## config.mk

```make
export PLATFORM = sky130hd
export DESIGN_NAME = dlx_ex_sequencer
export DESIGN_NICKNAME = d
export VERILOG_FILES = /design/src/rtl/dlx_ex_sequencer.sv
export SDC_FILE = /design/constraint.sdc
export NUM_CORES = 1
export LEC_CHECK = 0
export BUFFER_PORTS_ARGS = -buffer_cell sky130_fd_sc_hd__buf_4
export CAP_MARGIN = 20
export CORE_ASPECT_RATIO = 1.1
export CORE_MARGIN = 4
export CORE_UTILIZATION = 30
export CTS_CLUSTER_SIZE = 40
export DETAILED_ROUTE_END_ITERATION = 10
export PLACE_DENSITY = 0.49
export SETUP_SLACK_MARGIN = 0.02
export SYNTH_ARGS = -nofsm -noshare
export SYNTH_HDL_FRONTEND = slang
export SYNTH_SLANG_ARGS = --single-unit
```

## constraint.sdc

```tcl
create_clock -name clk1 -period 2.5 [get_ports clk1]
set_input_delay 0.25 -clock clk1 [delete_from_list [all_inputs] [get_ports clk1]]
set_output_delay 0.25 -clock clk1 [all_outputs]
set_load 0.02 [all_outputs]
```

## src/rtl/dlx_ex_sequencer.sv

```systemverilog
// -----------------------------------------------------------------------------
// dlx_ex_sequencer
// Execute-stage controller for the DLX ALU preprocessor. Takes one decoded
// instruction at a time over a valid/ready handshake. It issues the
// instruction to the preprocessor with a one-cycle en_ex strobe, then holds
// the stage busy for the op's latency or for the serial memory-write window.
// Finally it retires the instruction with a one-cycle done pulse.
//
// Ports
//   clk1, rst1_n   clock (rising edge) / asynchronous active-low reset
//   instr_valid    decoded instruction available
//   instr_ready    sequencer can accept (combinational: IDLE and no flush)
//   instr_cntrl    {op[2:0], imm_regn, opsel[2:0]}
//   stall          freeze sequencing (downstream not ready)
//   flush          abort in-flight instruction, back to IDLE next edge
//   en_ex          one-cycle issue strobe to the preprocessor
//   cntrl_out      last issued control word (held between instructions)
//   ser_active     high during the serial memory-write window
//   ser_idx        bit index being shifted out, 0..SER_BITS-1
//   done           one-cycle retire pulse
//   done_err       qualifies done: opsel was illegal
//   retire_cnt     count of done pulses, wraps
//
// Every output except instr_ready is a flop. Each flop is loaded from the
// state the FSM is leaving, so it lags the state register by one cycle.
// -----------------------------------------------------------------------------
module dlx_ex_sequencer #(
  parameter int unsigned ALU_LAT  = 1,   // 1..15
  parameter int unsigned SHF_LAT  = 2,   // 1..15
  parameter int unsigned SER_BITS = 32   // 1..32
) (
  input  logic        clk1,
  input  logic        rst1_n,
  input  logic        instr_valid,
  output logic        instr_ready,
  input  logic [6:0]  instr_cntrl,
  input  logic        stall,
  input  logic        flush,
  output logic        en_ex,
  output logic [6:0]  cntrl_out,
  output logic        ser_active,
  output logic [4:0]  ser_idx,
  output logic        done,
  output logic        done_err,
  output logic [15:0] retire_cnt
);

  typedef enum logic [2:0] {
    S_IDLE, S_ISSUE, S_EXEC, S_SERIAL, S_RETIRE
  } state_e;

  typedef enum logic [1:0] {
    CLS_ALU, CLS_SHF, CLS_SER, CLS_ILL
  } op_class_e;

  // Down-counter load values: the counter runs L-1..0, so the FSM stays
  // L cycles in EXEC/SERIAL.
  localparam logic [4:0] ALU_CNT  = 5'(ALU_LAT - 1);
  localparam logic [4:0] SHF_CNT  = 5'(SHF_LAT - 1);
  localparam logic [4:0] SER_LAST = 5'(SER_BITS - 1);

  state_e      state_q, state_d;
  logic [6:0]  instr_q, instr_d;
  logic [4:0]  cnt_q, cnt_d;
  logic        err_q, err_d;
  logic        en_ex_q, en_ex_d;
  logic [6:0]  cntrl_out_q, cntrl_out_d;
  logic        ser_active_q, ser_active_d;
  logic [4:0]  ser_idx_q, ser_idx_d;
  logic        done_q, done_d;
  logic        done_err_q, done_err_d;
  logic [15:0] retire_cnt_q, retire_cnt_d;
  op_class_e   op_class;

  // Decode the captured opsel. MEM_WRITE is only legal in its immediate
  // (serial) form.
  always_comb begin
    // NOTE: every comb output gets a default first so no path infers a latch.
    op_class = CLS_ILL;
    case (instr_q[2:0])
      3'b000:         op_class = CLS_SHF;
      3'b001, 3'b101: op_class = CLS_ALU;
      3'b100:         op_class = instr_q[3] ? CLS_SER : CLS_ILL;
      default:        op_class = CLS_ILL;
    endcase
  end

  // State register (all flops).
  // NOTE: non-blocking assignments keep every flop sampling pre-edge values;
  // each register, including the captured instruction, has an async reset.
  always_ff @(posedge clk1 or negedge rst1_n) begin
    if (!rst1_n) begin
      state_q      <= S_IDLE;
      instr_q      <= '0;
      cnt_q        <= '0;
      err_q        <= 1'b0;
      en_ex_q      <= 1'b0;
      cntrl_out_q  <= '0;
      ser_active_q <= 1'b0;
      ser_idx_q    <= '0;
      done_q       <= 1'b0;
      done_err_q   <= 1'b0;
      retire_cnt_q <= '0;
    end else begin
      state_q      <= state_d;
      instr_q      <= instr_d;
      cnt_q        <= cnt_d;
      err_q        <= err_d;
      en_ex_q      <= en_ex_d;
      cntrl_out_q  <= cntrl_out_d;
      ser_active_q <= ser_active_d;
      ser_idx_q    <= ser_idx_d;
      done_q       <= done_d;
      done_err_q   <= done_err_d;
      retire_cnt_q <= retire_cnt_d;
    end
  end

  // Next-state logic. flush takes priority over stall and over the handshake.
  always_comb begin
    state_d = state_q;
    instr_d = instr_q;
    cnt_d   = cnt_q;
    err_d   = err_q;
    if (flush) begin
      state_d = S_IDLE;
      err_d   = 1'b0;
    end else begin
      case (state_q)
        S_IDLE: begin
          if (instr_valid && instr_ready) begin
            instr_d = instr_cntrl;
            err_d   = 1'b0;
            state_d = S_ISSUE;
          end
        end
        S_ISSUE: begin
          if (!stall) begin
            case (op_class)
              CLS_ALU: begin state_d = S_EXEC;   cnt_d = ALU_CNT;  end
              CLS_SHF: begin state_d = S_EXEC;   cnt_d = SHF_CNT;  end
              CLS_SER: begin state_d = S_SERIAL; cnt_d = SER_LAST; end
              default: begin state_d = S_RETIRE; err_d = 1'b1;     end
            endcase
          end
        end
        S_EXEC, S_SERIAL: begin
          if (!stall) begin
            if (cnt_q == 5'd0) state_d = S_RETIRE;
            else               cnt_d   = cnt_q - 5'd1;
          end
        end
        S_RETIRE: state_d = S_IDLE;  // stall is ignored here
        default:  state_d = S_IDLE;
      endcase
    end
  end

  // Output logic: next values of the registered outputs.
  always_comb begin
    en_ex_d      = (state_q == S_ISSUE) && !stall && !flush && (op_class != CLS_ILL);
    cntrl_out_d  = en_ex_d ? instr_q : cntrl_out_q;
    ser_active_d = (state_q == S_SERIAL) && !flush;
    // The bit index is derived from the down-counter. A stall freezes the
    // counter, so it freezes the index as well.
    ser_idx_d    = ser_active_d ? (SER_LAST - cnt_q) : 5'd0;
    done_d       = (state_q == S_RETIRE) && !flush;
    done_err_d   = done_d && err_q;
    retire_cnt_d = retire_cnt_q + 16'(done_d);
  end

  assign instr_ready = (state_q == S_IDLE) && !flush;
  assign en_ex       = en_ex_q;
  assign cntrl_out   = cntrl_out_q;
  assign ser_active  = ser_active_q;
  assign ser_idx     = ser_idx_q;
  assign done        = done_q;
  assign done_err    = done_err_q;
  assign retire_cnt  = retire_cnt_q;

endmodule

```

==> flow_summary.toml <==
[finish]
nNetsFinal = 242
area_delta_synth_final_pct = 26.5
fill_cells = 658
drive_gt1_share_pct = 33.2
postLayoutCoreUtil_pct = 39.8
num_antenna_cells = 0
fin_area_sq_um = 2670

[grt]
grt_overflow = 0
grt_pass1_wl_um = 7360
grt_pass1_vias = 1519
grt_antenna_before_repair = 0
grt_max_degree = 49
gr-usage-all-layers_pct = 11.2

[pwr]
p_leak_nw = 1.33
power.total_mw = 2.57
power-per-cell-area_nw_per_um2 = 961
ir_worst_vdd_mv = 0.446

[worst_hold_path]
hp-start = "instr_valid"
hold_path_class = "primary input to flip-flop"
min_to = "err_q$_DFFE_PN0P_"
worstHoldPathCells = 2

[detailed_routing]
vias = 1500
ant_nets = 0
drt_iter0_drc = 50
wl_per_cell_um = 13.6
drt_first_pass_iters = 4
vias_per_cell = 4.87
drcViolationCount = 0
totalWireLength_um = 4180

[clock_tree]
cts_tree = "built"
holdBufCountCts = 1
clk_pin_slew_worst_paths_ns = 0.09
cts_root_buffer = "clkbuf_8"
post_cts_resized = 0
clock_latency_ns = 0.30
cts_buffer_depth = 2
cts_buffers = 5
cts_htree_levels = 2
clkSinkCount = 48
post-cts-setup-buffers = 0

[sta]
holdWs_ns = 0.151
period_needed_ns = 2.11
finalMaxSlewViolations = 0
timing.fmax_ghz = 0.475
setup_viol_count_final = 0
period_share_pct = 84.3
tns_ns = 0
worstMarginPinSlew_ns = 0.600
finalClockSkew_ns = 0.00267
hold_violations = 0
slew_headroom_pct = 60.0
rsz0062_at_grt = "false"

[place]
placed_area_sq_um = 2540
gp_congestion = 0.768
port_buffers = 44
hpwl_um = 3040

[synthesis]
yosysWarnings = 0
syn_avg_cell_area_sq_um = 12.1
synthTopCellsByArea = "dfrtp_1 (57%), mux2_2 (6.9%), xnor2_1 (3.3%), ha_1 (3.0%), nor2_1 (2.7%)"
synth_top_area_share_pct = 56.9
ys_seq_area_share_pct = 56.9
yosysTopAreaCell = "dfrtp_1"
ys_types = 42
synth_enable_flop_cells = 0
syn_area_sq_um = 2110
synthCells = 174
ys.flop_type = "dfrtp_1"
async_flop_share_pct = 100
synth_nets = 191
synth-seq-cells = 48

[setup_path]
regToRegEndpoint = "retire_cnt[15]$_DFF_PN0_"
rrSetupSlack_ns = 0.39
r2r_start = "state_q[0]$_DFFE_PN0P_"
cp.required_ns = 2.69
crit_arrival_ns = 2.30
worstPathMaxFanout = 12
rr_worst_depth = 7
crit_type = "flip-flop to flip-flop"
critPathLaunchType = "flip-flop"
setup.worst_path.end_class = "flip-flop"

[floorplanning]
fp.dieH_um = 96
initial_utilization_pct = 31.5
rows = 31
die-area_sq_um = 8450
io_pins = 45
die_w_um = 88
core-area_sq_um = 6710

[outcome]
status = "finished clean"

[flow_run]
maxCapViolCount = 0
## metal layers
metal	global-route usage [%]	wire length, um	vias to the layer above
met3	3.08	298	5
met1	14.8	1860	740
met2	17.6	1960	36
li1	-	-	719
met5	0	0	-
met4	4.22	55	0
## kinds of logic after synthesis
family,synth area share [%]
AND/OR/NAND/NOR,14.6
flip-flops,56.9
AO/OA/AOI/OAI,10.3
XOR/XNOR,5.81
multiplexers,7.64
buffers and inverters,1.78
adder cells (fa/ha/maj),2.96
## worst max-delay path by stage
stage                           startpoint                  endpoint  slack (ns)  cells past startpoint
floorplan           state_q[1]$_DFFE_PN0P_    instr_q[0]$_DFFE_PN0P_        0.35                      4
global placement    state_q[0]$_DFFE_PN0P_  retire_cnt[15]$_DFF_PN0_        0.39                      7
detailed placement  state_q[0]$_DFFE_PN0P_  retire_cnt[15]$_DFF_PN0_        0.36                      7
CTS                 state_q[0]$_DFFE_PN0P_  retire_cnt[15]$_DFF_PN0_        0.35                      7
global route        state_q[0]$_DFFE_PN0P_  retire_cnt[13]$_DFF_PN0_        0.16                      7
finish              state_q[0]$_DFFE_PN0P_  retire_cnt[15]$_DFF_PN0_        0.39                      7
## cells in the mapped netlist, types with 2 or more instances
library cell  count
a21oi_1           4
and2_1            2
and3_1            4
clkbuf_1          2
dfrtp_1          48
ha_1              5
inv_1             5
mux2_2           13
nand2_1           9
nand2b_1          3
nand3_1           7
nor2_1           15
nor2b_1           2
nor3_1            5
nor4_1            2
o211ai_1          4
o21a_1            2
o21ai_0           3
o2bb2ai_1         3
o31ai_1           2
xnor2_1           8
xor2_1            6
## stage by stage
stage / cells / setup WS [ns]
final: 308 / 0.393
after global routing: 308 / 0.157
after CTS: 308 / 0.346
after detailed placement: 299 / 0.356
after global placement: 299 / 0.394
after floorplan: 174 / 0.348
## layout by cell type, fill, tap and decap left out, types with 2 or more instances in the layout
cell type,instances
mux2_2,13
clkbuf_8,6
ha_1,5
o2bb2ai_1,3
nand2_1,9
nor3_1,5
nand2b_1,3
o211ai_1,4
xnor2_1,8
xor2_1,6
o31ai_1,2
and2_1,2
nor2b_1,2
and3_1,4
inv_1,5
dfrtp_1,48
o21a_1,2
nor4_1,2
nand3_1,7
nor2_1,15
a21oi_1,4
o21ai_0,3
buf_4,46
## state kept, by name, summed over array words and instances, names as in the netlist
register	flops
cnt_q	5
cntrl_out	7
done	1
done_err	1
en_ex	1
err_q	1
instr_q	7
retire_cnt	16
ser_active	1
ser_idx	5
state_q	3
## power by group
group          internal, mW  total, mW  switching, mW
combinational         0.426      0.844          0.418
clock                 0.327      0.593          0.265
sequential            0.955       1.13          0.176
## area by class of cell
cell class | count | area [sq um] | share of cell area (%)
clock buffer | 6 | 82.6 | 3.09
clock inverter | 2 | 38.8 | 1.45
inverter | 5 | 18.8 | 0.702
multi-input combinational | 118 | 873 | 32.7
sequential | 48 | 1200 | 44.9
tap | 82 | 103 | 3.84
timing repair buffer | 47 | 355 | 13.3
## worst max-delay path: stages (launching register included)
cell and delay (ns):
dfrtp_1 0.52, nor3_1 0.22, and2_1 0.17, ha_1 0.16
nand3_1 0.17, nor3_1 0.46, nand3_1 0.16, xnor2_1 0.15
Power figures use the tool's default switching activity.
